==> config.mk <==
export PLATFORM = sky130hd
export DESIGN_NAME = mul_share_arbiter_flat
export DESIGN_NICKNAME = d
export VERILOG_FILES = /design/src/rtl/mul_share_arbiter_pkg.sv /design/src/rtl/mul_share_arbiter_if.sv /design/src/rtl/mul_share_arbiter_core.sv /design/src/rtl/mul_share_arbiter.sv /design/src/flat_wrapper.sv
export SDC_FILE = /design/constraint.sdc
export NUM_CORES = 1
export LEC_CHECK = 0
export ABC_AREA = 1
export CORE_ASPECT_RATIO = 2
export CORE_MARGIN = 2
export CORE_UTILIZATION = 49
export DETAILED_ROUTE_END_ITERATION = 7
export HOLD_SLACK_MARGIN = 0.08
export PLACE_DENSITY = 0.8
export SETUP_SLACK_MARGIN = 0.15
export SYNTH_ARGS = -nofsm -noshare
export SYNTH_HDL_FRONTEND = slang
export SYNTH_SLANG_ARGS = --single-unit
==> constraint.sdc <==
create_clock -name clk -period 2.5 [get_ports clk]
set_input_delay 0.25 -clock clk [delete_from_list [all_inputs] [get_ports clk]]
set_output_delay 0.25 -clock clk [all_outputs]
set_load 0.05 [all_outputs]
==> src/rtl/mul_share_arbiter_pkg.sv <==
// Shared types and helpers for the multiplier-sharing arbiter.
package mul_share_arbiter_pkg;

    localparam int DEF_NUM_REQ = 4;
    localparam int DEF_WIDTH   = 4;
    localparam int MAX_REQ     = 16;
    localparam int MAX_REQ_W   = 4;

    typedef enum logic [1:0] {
        ST_IDLE = 2'b00,
        ST_BUSY = 2'b01,
        ST_RESP = 2'b10
    } state_e;

    // First valid requester after 'last', wrapping; returns 'last' when none is valid.
    function automatic int rr_next_grant(input logic [MAX_REQ-1:0] valid,
                                         input int num_req, input int last);
        int                   grant;
        logic                 found;
        logic [MAX_REQ_W-1:0] idx;
        grant = last;
        found = 1'b0;
        for (int i = 1; i <= MAX_REQ; i++) begin
            idx = MAX_REQ_W'((last + i) % num_req);
            if (!found && i <= num_req && valid[idx]) begin
                grant = 32'(idx);
                found = 1'b1;
            end
        end
        return grant;
    endfunction

endpackage

==> src/rtl/mul_share_arbiter_if.sv <==
// Request/response bundle between the clients and the shared multiplier arbiter.
interface mul_share_arbiter_if #(
    parameter int NUM_REQ = 4,
    parameter int WIDTH   = 4,
    parameter int ID_W    = 2
);
    logic [NUM_REQ-1:0]       req_valid;
    logic [NUM_REQ-1:0]       req_ready;
    logic [NUM_REQ*WIDTH-1:0] req_x;
    logic [NUM_REQ*WIDTH-1:0] req_y;
    logic                     resp_valid;
    logic                     resp_ready;
    logic [ID_W-1:0]          resp_id;
    logic [2*WIDTH-1:0]       resp_p;
    logic                     busy;

    modport master (
        output req_valid, req_x, req_y, resp_ready,
        input  req_ready, resp_valid, resp_id, resp_p, busy
    );

    modport slave (
        input  req_valid, req_x, req_y, resp_ready,
        output req_ready, resp_valid, resp_id, resp_p, busy
    );
endinterface

==> src/rtl/mul_share_arbiter_core.sv <==
// Sequential shift-add unsigned multiplier: one add/shift step per cycle, WIDTH steps.
module shift_add_mul_core
    import mul_share_arbiter_pkg::*;
#(
    parameter int WIDTH = DEF_WIDTH
) (
    input  logic               clk,
    input  logic               rst,
    input  logic               start_i,
    input  logic [WIDTH-1:0]   x_i,
    input  logic [WIDTH-1:0]   y_i,
    output logic               done_o,
    output logic [2*WIDTH-1:0] p_o
);
    localparam int CNT_W = $clog2(WIDTH + 1);

    logic [2*WIDTH:0]   acc_q;
    logic [2*WIDTH:0]   acc_add;
    logic [2*WIDTH:0]   acc_nxt;
    logic [WIDTH:0]     sum;
    logic [WIDTH-1:0]   x_q;
    logic [CNT_W-1:0]   cnt_q;
    logic               run_q;

    // Upper WIDTH+1 bits hold the partial sum so the add carry survives the shift.
    always_comb begin
        sum     = acc_q[2*WIDTH:WIDTH] + {1'b0, x_q};
        acc_add = acc_q[0] ? {sum, acc_q[WIDTH-1:0]} : acc_q;
        acc_nxt = acc_add >> 1;
    end

    assign done_o = run_q && (cnt_q == CNT_W'(WIDTH - 1));
    assign p_o    = acc_nxt[2*WIDTH-1:0];

    always_ff @(posedge clk) begin
        if (rst) begin
            acc_q <= '0;
            x_q   <= '0;
            cnt_q <= '0;
            run_q <= 1'b0;
        end else if (start_i) begin
            acc_q <= {{(WIDTH+1){1'b0}}, y_i};
            x_q   <= x_i;
            cnt_q <= '0;
            run_q <= 1'b1;
        end else if (run_q) begin
            acc_q <= acc_nxt;
            cnt_q <= cnt_q + 1'b1;
            if (done_o) run_q <= 1'b0;
        end
    end
endmodule

==> src/rtl/mul_share_arbiter.sv <==
// Round-robin arbiter sharing one shift-add multiplier among NUM_REQ requesters.
module mul_share_arbiter
    import mul_share_arbiter_pkg::*;
#(
    parameter int NUM_REQ = DEF_NUM_REQ,
    parameter int WIDTH   = DEF_WIDTH,
    parameter int ID_W    = $clog2(NUM_REQ)
) (
    input logic                clk,
    input logic                rst,
    mul_share_arbiter_if.slave bus
);
    state_e             state_q;
    logic [ID_W-1:0]    last_grant_q;
    logic               resp_valid_q;
    logic [ID_W-1:0]    resp_id_q;
    logic [2*WIDTH-1:0] resp_p_q;

    logic [ID_W-1:0]    grant;
    logic               accept;
    logic [WIDTH-1:0]   x_sel;
    logic [WIDTH-1:0]   y_sel;
    logic               core_done;
    logic [2*WIDTH-1:0] core_p;
    logic [WIDTH-1:0]   x_arr [NUM_REQ];
    logic [WIDTH-1:0]   y_arr [NUM_REQ];

    for (genvar i = 0; i < NUM_REQ; i++) begin : g_unpack
        assign x_arr[i] = bus.req_x[i*WIDTH +: WIDTH];
        assign y_arr[i] = bus.req_y[i*WIDTH +: WIDTH];
    end

    // Reset masks the grant so no handshake can complete on a reset edge.
    always_comb begin
        grant  = ID_W'(rr_next_grant(MAX_REQ'(bus.req_valid), NUM_REQ, int'(last_grant_q)));
        accept = (state_q == ST_IDLE) && (|bus.req_valid) && !rst;
        x_sel  = x_arr[grant];
        y_sel  = y_arr[grant];
    end

    assign bus.req_ready  = accept ? (NUM_REQ'(1) << grant) : '0;
    assign bus.resp_valid = resp_valid_q;
    assign bus.resp_id    = resp_id_q;
    assign bus.resp_p     = resp_p_q;
    assign bus.busy       = (state_q != ST_IDLE);

    shift_add_mul_core #(.WIDTH(WIDTH)) u_core (
        .clk     (clk),
        .rst     (rst),
        .start_i (accept),
        .x_i     (x_sel),
        .y_i     (y_sel),
        .done_o  (core_done),
        .p_o     (core_p)
    );

    // last_grant_q doubles as the ID of the in-flight request.
    always_ff @(posedge clk) begin
        if (rst) begin
            state_q      <= ST_IDLE;
            last_grant_q <= ID_W'(NUM_REQ - 1);
            resp_valid_q <= 1'b0;
            resp_id_q    <= '0;
            resp_p_q     <= '0;
        end else begin
            case (state_q)
                ST_IDLE: if (accept) begin
                    last_grant_q <= grant;
                    state_q      <= ST_BUSY;
                end
                ST_BUSY: if (core_done) begin
                    resp_valid_q <= 1'b1;
                    resp_id_q    <= last_grant_q;
                    resp_p_q     <= core_p;
                    state_q      <= ST_RESP;
                end
                ST_RESP: if (bus.resp_ready) begin
                    resp_valid_q <= 1'b0;
                    state_q      <= ST_IDLE;
                end
                default: state_q <= ST_IDLE;
            endcase
        end
    end
endmodule
==> src/flat_wrapper.sv <==
// flat-port wrapper written by rule: the top's interface ports become plain ports
module mul_share_arbiter_flat import mul_share_arbiter_pkg::*;
#(
    parameter int NUM_REQ = DEF_NUM_REQ,
    parameter int WIDTH   = DEF_WIDTH,
    parameter int ID_W    = $clog2(NUM_REQ)
)
  (clk, rst, bus_req_valid, bus_req_x, bus_req_y, bus_resp_ready, bus_req_ready, bus_resp_valid, bus_resp_id, bus_resp_p, bus_busy);
  mul_share_arbiter_if #(.NUM_REQ(NUM_REQ), .WIDTH(WIDTH), .ID_W(ID_W)) bus_i ();
  input logic clk;
  input logic rst;
  input wire logic [$bits(bus_i.req_valid)-1:0] bus_req_valid;
  input wire logic [$bits(bus_i.req_x)-1:0] bus_req_x;
  input wire logic [$bits(bus_i.req_y)-1:0] bus_req_y;
  input wire logic [$bits(bus_i.resp_ready)-1:0] bus_resp_ready;
  output wire logic [$bits(bus_i.req_ready)-1:0] bus_req_ready;
  output wire logic [$bits(bus_i.resp_valid)-1:0] bus_resp_valid;
  output wire logic [$bits(bus_i.resp_id)-1:0] bus_resp_id;
  output wire logic [$bits(bus_i.resp_p)-1:0] bus_resp_p;
  output wire logic [$bits(bus_i.busy)-1:0] bus_busy;
  assign bus_i.req_valid = bus_req_valid;
  assign bus_i.req_x = bus_req_x;
  assign bus_i.req_y = bus_req_y;
  assign bus_i.resp_ready = bus_resp_ready;
  assign bus_req_ready = bus_i.req_ready;
  assign bus_resp_valid = bus_i.resp_valid;
  assign bus_resp_id = bus_i.resp_id;
  assign bus_resp_p = bus_i.resp_p;
  assign bus_busy = bus_i.busy;
  mul_share_arbiter #(.NUM_REQ(NUM_REQ), .WIDTH(WIDTH), .ID_W(ID_W)) u_core (.clk(clk), .rst(rst), .bus(bus_i));
endmodule
==> out/results.tsv, run 1 <==
metric	value	unit
Main synth FF type	dfxtp_1	
Comb pwr share	62.4	%
PwrDens	1061	mW/mm^2
crit-path cells	buf_6 -> nand2_2 -> nand2_2 -> nand2_1 -> nand2_2 -> nand2_4 -> nor2_8 -> nand2_1 -> nand2_8 -> nand2_4 -> nor2_2 -> buf_12	
Seq/Total Area, Yosys	30.08	%
Sum Neg Setup Slack	0	ns
H-tree depth	2	
pin count of the biggest net entering global routing	18	
Ys Warns	0	
DR pass1 iterations	4	
worst-skew pair later-pin latency	0.28	ns
Reg power frac	21.0	%
antenna violations before repair	0	
WHS Path Cells	2	
max cap viols	0	
Reg2Reg Depth	14	
slew margin rel.	64.78	%
# port buffers	54	
RSZ-0062 raised after global routing	no	
Clock Sink Count	31	
FF+latch count, synth	31	
Arr. time, crit path	1.99	ns
Hold WC Path Type	reg2reg	
Reg clk slew, reported paths	0.07	ns
GRT Residual Overflow	0	
Non-Filler Instances	413	
min Tclk post-route	2.239	ns
Filler cells	334	
Post-layout nets	406	
Pleak	1.280	nW
worst setup margin	0.2613	ns
Die Span X	49.89	um
number of nets with antenna violations after routing	0	
die area	0.004777	sq mm
P&R area growth vs syn	39.78	%
via count	2084	
Post-synth ARST share	0	%
Synth cell types	36	
critical path's top delay family	simple AND/OR/NAND/NOR gates	
Rows	33	
largest fanout on the critical path	11	
Psw	1.428	mW
Initial Util	50.47	%
Setup WS pre-CTS	0.2222	ns
gr usage total	22.95	%
multi-input logic area	0.001269	sq mm
crit-path max cell delay	0.39	ns
Core Util, Final	70.55	%
placer congestion estimate	0.8599	
Final Hold Viols	0	
Die Ht	95.77	um
share of layout cells above drive strength 1	19.67	%
Syn Nets	342	
1st-iter DRT viols	36	
Setup Skew	0.007652	ns
placed insts	400	
CTS tree	done	
most common cell after layout, fill and taps aside	nand2_1	
Worst Path Buf+Inv	2	
first-pass GRT wire length	8466	um
drt wl/cell	12.74	um
post-DR vias/cell	5.046	
synthesized cell area	0.002063	sq mm
Worst path depth	12	
sw frac	46.66	%
WP data required	2.25	ns
CTS buffer count	5	
Clk pwr share	16.6	%
CP Launch Type	flip-flop	
setup violators final	0	
hold_buf cts	0	
Avg Inst Size Synth	6.970	sq um
commonest non-fill, non-tap cells in the layout	nand2_1, clkdlybuf4s50_1, inv_1	
Post-Synthesis Cells	296	
Crit path top cell by count	nand2_2	
CTS max path bufs	2	
Final Cycle Share	89.55	%
vias in the first global route	1965	
status	finished, final reports clean	
Reg area	625.6	sq um
core box area	0.004088	sq mm
fmax	0.4467	GHz
ant diodes	0	
Worst Path Class, Setup	reg2out	
Post-DP HPWL	4114	um
CP max stage cell	dfxtp_4	
CTS Root Cell	clkbuf_8	
total wire length	5260	um
I/O Pins	55	
number of flops mapped to enable cells by yosys	0	
internal power	1.632	mW
Max Slew Vio Count	0	
worst slew pin tran	0.5266	ns
Max IR drop VDD	0.0008016	V
CP endpoint kind	output pin	
DRC errors left	0	
[layout make-up]
type / instances / area share (%)
multi-input cells: 222 / 43.99
repair buffers: 66 / 23.38
flip-flops and latches: 31 / 21.69
inverters: 34 / 4.599
clock buffers: 6 / 2.863
well taps: 52 / 2.256
clock inverters: 2 / 1.215
[through the flow]
| stage | power, mW | cell area, sq um | hold WS, ns |
|---|---|---|---|
| floorplan | 2.064 | 2068 | 0.4095 |
| global placement | 2.329 | 2693 | 0.4476 |
| detailed placement | 2.363 | 2693 | 0.4451 |
| CTS | 2.890 | 2814 | 0.4625 |
| global route | 3.312 | 2884 | 0.4909 |
| finish | 3.060 | 2884 | 0.4589 |
[routing by layer]
| layer | GRT usage [%] | vias to the layer above | part of all wire (%) |
|---|---|---|---|
| li1 | - | 1087 | - |
| met1 | 23.13 | 947 | 36 |
| met2 | 45.33 | 42 | 59 |
| met3 | 3.882 | 8 | 3.6 |
| met4 | 8.796 | 0 | 1.7 |
| met5 | 0 | - | 0 |
[repair_timing]
action	CTS	global route
buffers inserted	0	5
pin swaps	1	2
resized for setup	2	9
setup endpoints to repair	4	4
[cells in the mapped netlist, types with 3 or more instances]
| library cell | count | share of area (%) |
|---|---|---|
| nand4_1 | 4 | 1.2 |
| clkbuf_1 | 3 | 0.55 |
| a21oi_1 | 22 | 5.3 |
| or2_2 | 3 | 0.91 |
| ha_1 | 6 | 3.6 |
| nand3_1 | 25 | 6.1 |
| nand2_2 | 16 | 4.9 |
| o21ai_1 | 3 | 0.73 |
| o21ai_0 | 19 | 4.6 |
| dfxtp_1 | 31 | 30 |
| nand2_1 | 73 | 13 |
| nand2_4 | 9 | 4.9 |
| inv_1 | 31 | 5.6 |
| nor2_1 | 20 | 3.6 |
[worst register-to-register path, cell delays in order (launching register included)]
cell and delay [ns]:
dfxtp_4 0.37, buf_6 0.14, nand2_2 0.07, nand2_2 0.08, nand2_2 0.10, nand2_4 0.09
inv_4 0.09, nand3_1 0.13, nand2_1 0.10, nand2_2 0.09, buf_4 0.19, nand2_1 0.07
a21oi_1 0.06, o21ai_1 0.19, nand2_1 0.07
[final timing paths]
kind                                from              endpoint  slack, ns
hold / removal      u_core.u_core.x_q[2]  u_core.u_core.x_q[2]       0.46
setup / recovery  u_core.last_grant_q[0]      bus_req_ready[3]       0.26
hold reg to reg     u_core.u_core.x_q[2]  u_core.u_core.x_q[2]       0.46
setup reg to reg  u_core.last_grant_q[0]  u_core.u_core.x_q[3]       0.54
[registers in the layout, indices dropped and copies added (netlist names)]
name	flops
u_core.bus.resp_p	8
u_core.bus.resp_valid	1
u_core.u_core.run_q	1
u_core.last_grant_q	2
u_core.state_q	2
u_core.bus.resp_id	2
u_core.u_core.cnt_q	3
u_core.u_core.acc_q	8
u_core.u_core.x_q	4
[power groups by stage]
stage / Clock, mW / Sequential (mW) / Combinational, mW
after floorplan: 0 / 0.617 / 1.45
after global placement: 0 / 0.647 / 1.68
after detailed placement: 0 / 0.645 / 1.72
after CTS: 0.519 / 0.638 / 1.73
after global routing: 0.543 / 0.651 / 2.12
final: 0.508 / 0.642 / 1.91
[cells by family (layout without fill, tap and decap cells)]
family | Yosys count | count (layout) | share of synthesized area (%)
fa+ha+maj | 7 | 7 | 4.609
compound gates | 52 | 52 | 14.01
buf+inv | 43 | 108 | 9.885
flops | 31 | 31 | 30.08
simple gates | 161 | 161 | 40.57
xor+xnor | 2 | 2 | 0.8492
Note: power is estimated with default switching activity, not from simulation.
==> inputs of run 2 (changes only) <==
Settings changed: CORE_UTILIZATION 49 to 50, SYNTH_HIERARCHICAL set to 1.
==> out/results.tsv, run 2 <==
metric	value	unit	change
H-tree depth	2		unchanged
Clk pwr share	18.4	%	+1.8 points
placed insts	435		+8.8%
design area	0.002965	sq mm	+2.8%
worst slew pin tran	0.4962	ns	-0.03039 ns
# port buffers	54		unchanged
synth cell count leaders	nand2_1, nand3_1, inv_1		
hold_buf cts	0		unchanged
CTS max path bufs	2		unchanged
status	finished, final reports clean		
slew margin rel.	66.82	%	+2.0 points
number of nets with antenna violations after routing	0		unchanged
antenna violations before repair	0		unchanged
Ys Warns	6		+6
vias in the first global route	2272		+16%
WP data required	2.25	ns	about the same
Max IR drop VDD	0.0005594	V	-30%
Non-Filler Instances	446		+8.0%
total wire length	5148	um	-2.1%
via count	2320		+11%
Comb pwr share	53.1	%	-9.3 points
ranking of synthesized cells by area	dfxtp_1, nand2_1, nand3_1		
Die Span X	51.64	um	+3.5%
Core Util, Final	68.34	%	-2.2 points
Total Power	2.080	mW	-32%
Arr. time, crit path	2.02	ns	+0.03 ns
largest fanout on the critical path	17		+6
Filler cells	417		+25%
Pleak	1.379	nW	+7.7%
setup violators final	0		unchanged
DR pass1 iterations	4		unchanged
number of flops mapped to enable cells by yosys	0		unchanged
Post-DP Area	0.002806	sq mm	+4.2%
Syn Nets	388		+13%
Reg power frac	28.5	%	+7.5 points
Final Cycle Share	90.99	%	+1.4 points
Sum Neg Setup Slack	0	ns	unchanged
CTS Root Cell	clkbuf_8		
CP endpoint kind	output pin		
gr usage total	22.41	%	-0.54 points
Worst Path Class, Setup	reg2out		
uppermost layer routed	met4		
most common cell after layout, fill and taps aside	nand2_1		
Reg area	626.9	sq um	+0.20%
Rows	34		+3.0%
Initial Util	52.31	%	+1.8 points
drt wl/cell	11.54	um	-9.4%
sw frac	44.15	%	-2.5 points
Main synth FF type	dfxtp_1		
Final Hold Viols	0		unchanged
Post-synth ARST share	0	%	unchanged
first-pass GRT wire length	9066	um	+7.1%
share of layout cells above drive strength 1	14.29	%	-5.4 points
Synth cell types	29		-19%
Setup WS pre-CTS	0.1749	ns	-0.04729 ns
PwrDens	701.5	mW/mm^2	-34%
ant diodes	0		unchanged
P&R area growth vs syn	30.65	%	
1st-iter DRT viols	43		+19%
multi-input logic area	0.001340	sq mm	+5.6%
RSZ-0062 raised after global routing	yes		
FF+latch count, synth	31		unchanged
DR WL met2	2969	um	-3.7%
routed length on met1	1858	um	-2.4%
Setup Skew	0.003013	ns	-0.004639 ns
Hold WC Path Type	reg2reg		
I/O Pins	55		unchanged
Max Slew Vio Count	0		unchanged
Met3 Routed Length	188	um	+0.53%
core box area	0.004339	sq mm	+6.2%
commonest non-fill, non-tap cells in the layout	nand2_1, nand3_1, clkdlybuf4s50_1		
CP Launch Type	flip-flop		
top-count cell post-synth	nand2_1		
Post-DP HPWL	4103	um	-0.27%
share of the synthesized area in the top cell type	27.34	%	-2.7 points
max cap viols	0		unchanged
fmax	0.4396	GHz	-1.6%
Post-layout nets	437		+7.6%
min Tclk post-route	2.275	ns	+0.03603 ns
largest area contributor in the netlist	dfxtp_1		
synthesized cell area	0.002270	sq mm	+10%
Avg Inst Size Synth	6.636	sq um	-4.8%
Post-Synthesis Cells	342		+16%
hold slack final	0.4592	ns	+0.0002450 ns
worst-skew pair later-pin latency	0.28	ns	about the same
Clock Sink Count	31		unchanged
post-DR vias/cell	5.202		+3.1%
internal power	1.162	mW	-29%
Psw	0.9183	mW	-36%
Reg clk slew, reported paths	0.07	ns	about the same
DRC errors left	0		unchanged
worst setup margin	0.2253	ns	-0.03603 ns
GRT Residual Overflow	0		unchanged
placer congestion estimate	0.8461		-1.6%
Seq/Total Area, Yosys	27.34	%	-2.7 points
Die Ht	99.28	um	+3.7%
CTS buffer count	5		unchanged
pin count of the biggest net entering global routing	20		+2
CTS tree	done		
die area	0.005127	sq mm	+7.3%
==> run 2: cell types whose count changed in the layout (fill, tap and decap cells not counted), moves of 3 or more <==
| cell | delta |
|---|---|
| inv_1 | +13 |
| or2_2 | -3 |
| nand2_1 | +10 |
| nand4_1 | +6 |
| nor2_2 | -3 |
| o21ai_1 | -3 |
| inv_2 | +3 |
| nand3_1 | +30 |
| nand2_4 | -3 |
| o21ai_0 | -6 |
| nand2_2 | -10 |
==> run 2: cells by family (layout without fill, tap and decap cells) <==
logic type / count (synthesis) / after routing / share of synthesized area (%)
simple gates: 187 / 187 / 41.23
flops: 31 / 31 / 27.34
fa+ha+maj: 7 / 7 / 4.190
xor+xnor: 1 / 1 / 0.3860
buf+inv: 71 / 121 / 15.55
compound gates: 45 / 45 / 11.30
==> run 2: cell type report <==
class                   count  share of cell area, %
multi-input cells         240                  45.19
repair buffers             64                  22.24
flip-flops and latches     31                  21.14
inverters                  49                  6.287
clock buffers               6                  2.447
well taps                  54                  2.278
clock inverters             2                 0.4219
==> run 2: timing repair <==
action / in CTS / in global routing
endpoints found under the setup margin: 4 / 4
buffers inserted: 0 / 3
resized for setup: 7 / 8
endpoints found under the hold margin: 0 / 0
pin swaps: 1 / 1
==> run 2: per-layer routing <==
| layer | vias up | global-route usage (%) |
|---|---|---|
| met4 | 0 | 10.93 |
| met5 | - | 0 |
| met2 | 70 | 41.62 |
| li1 | 1201 | - |
| met1 | 1038 | 23.30 |
| met3 | 11 | 3.303 |
==> run 2: power groups by stage <==
stage | registers (mW) | clock network [mW] | logic, mW
global placement | 0.596 | 0 | 1.01
floorplan | 0.574 | 0 | 0.858
global route | 0.603 | 0.408 | 1.22
detailed placement | 0.598 | 0 | 1.02
CTS | 0.588 | 0.388 | 1.05
finish | 0.593 | 0.382 | 1.11
==> run 2: worst paths after layout <==
path                          start                     end  slack, ns  cells past startpoint
max reg2reg  u_core/last_grant_q[0]  u_core/u_core/acc_q[1]       0.47                     13
min            u_core/bus.resp_p[2]    u_core/bus.resp_p[2]       0.46                      2
min reg2reg    u_core/bus.resp_p[2]    u_core/bus.resp_p[2]       0.46                      2
max          u_core/last_grant_q[0]        bus_req_ready[3]       0.23                     10
==> run 2: worst max-delay path, stage by stage (launching register included) <==
cell	delay (ns)
dfxtp_2	0.37
buf_6	0.15
nand2_1	0.07
nand2_2	0.10
nand2_1	0.10
nand2_4	0.13
nand3_4	0.14
nand2_4	0.19
nand3_2	0.14
nor2_2	0.19
buf_12	0.15
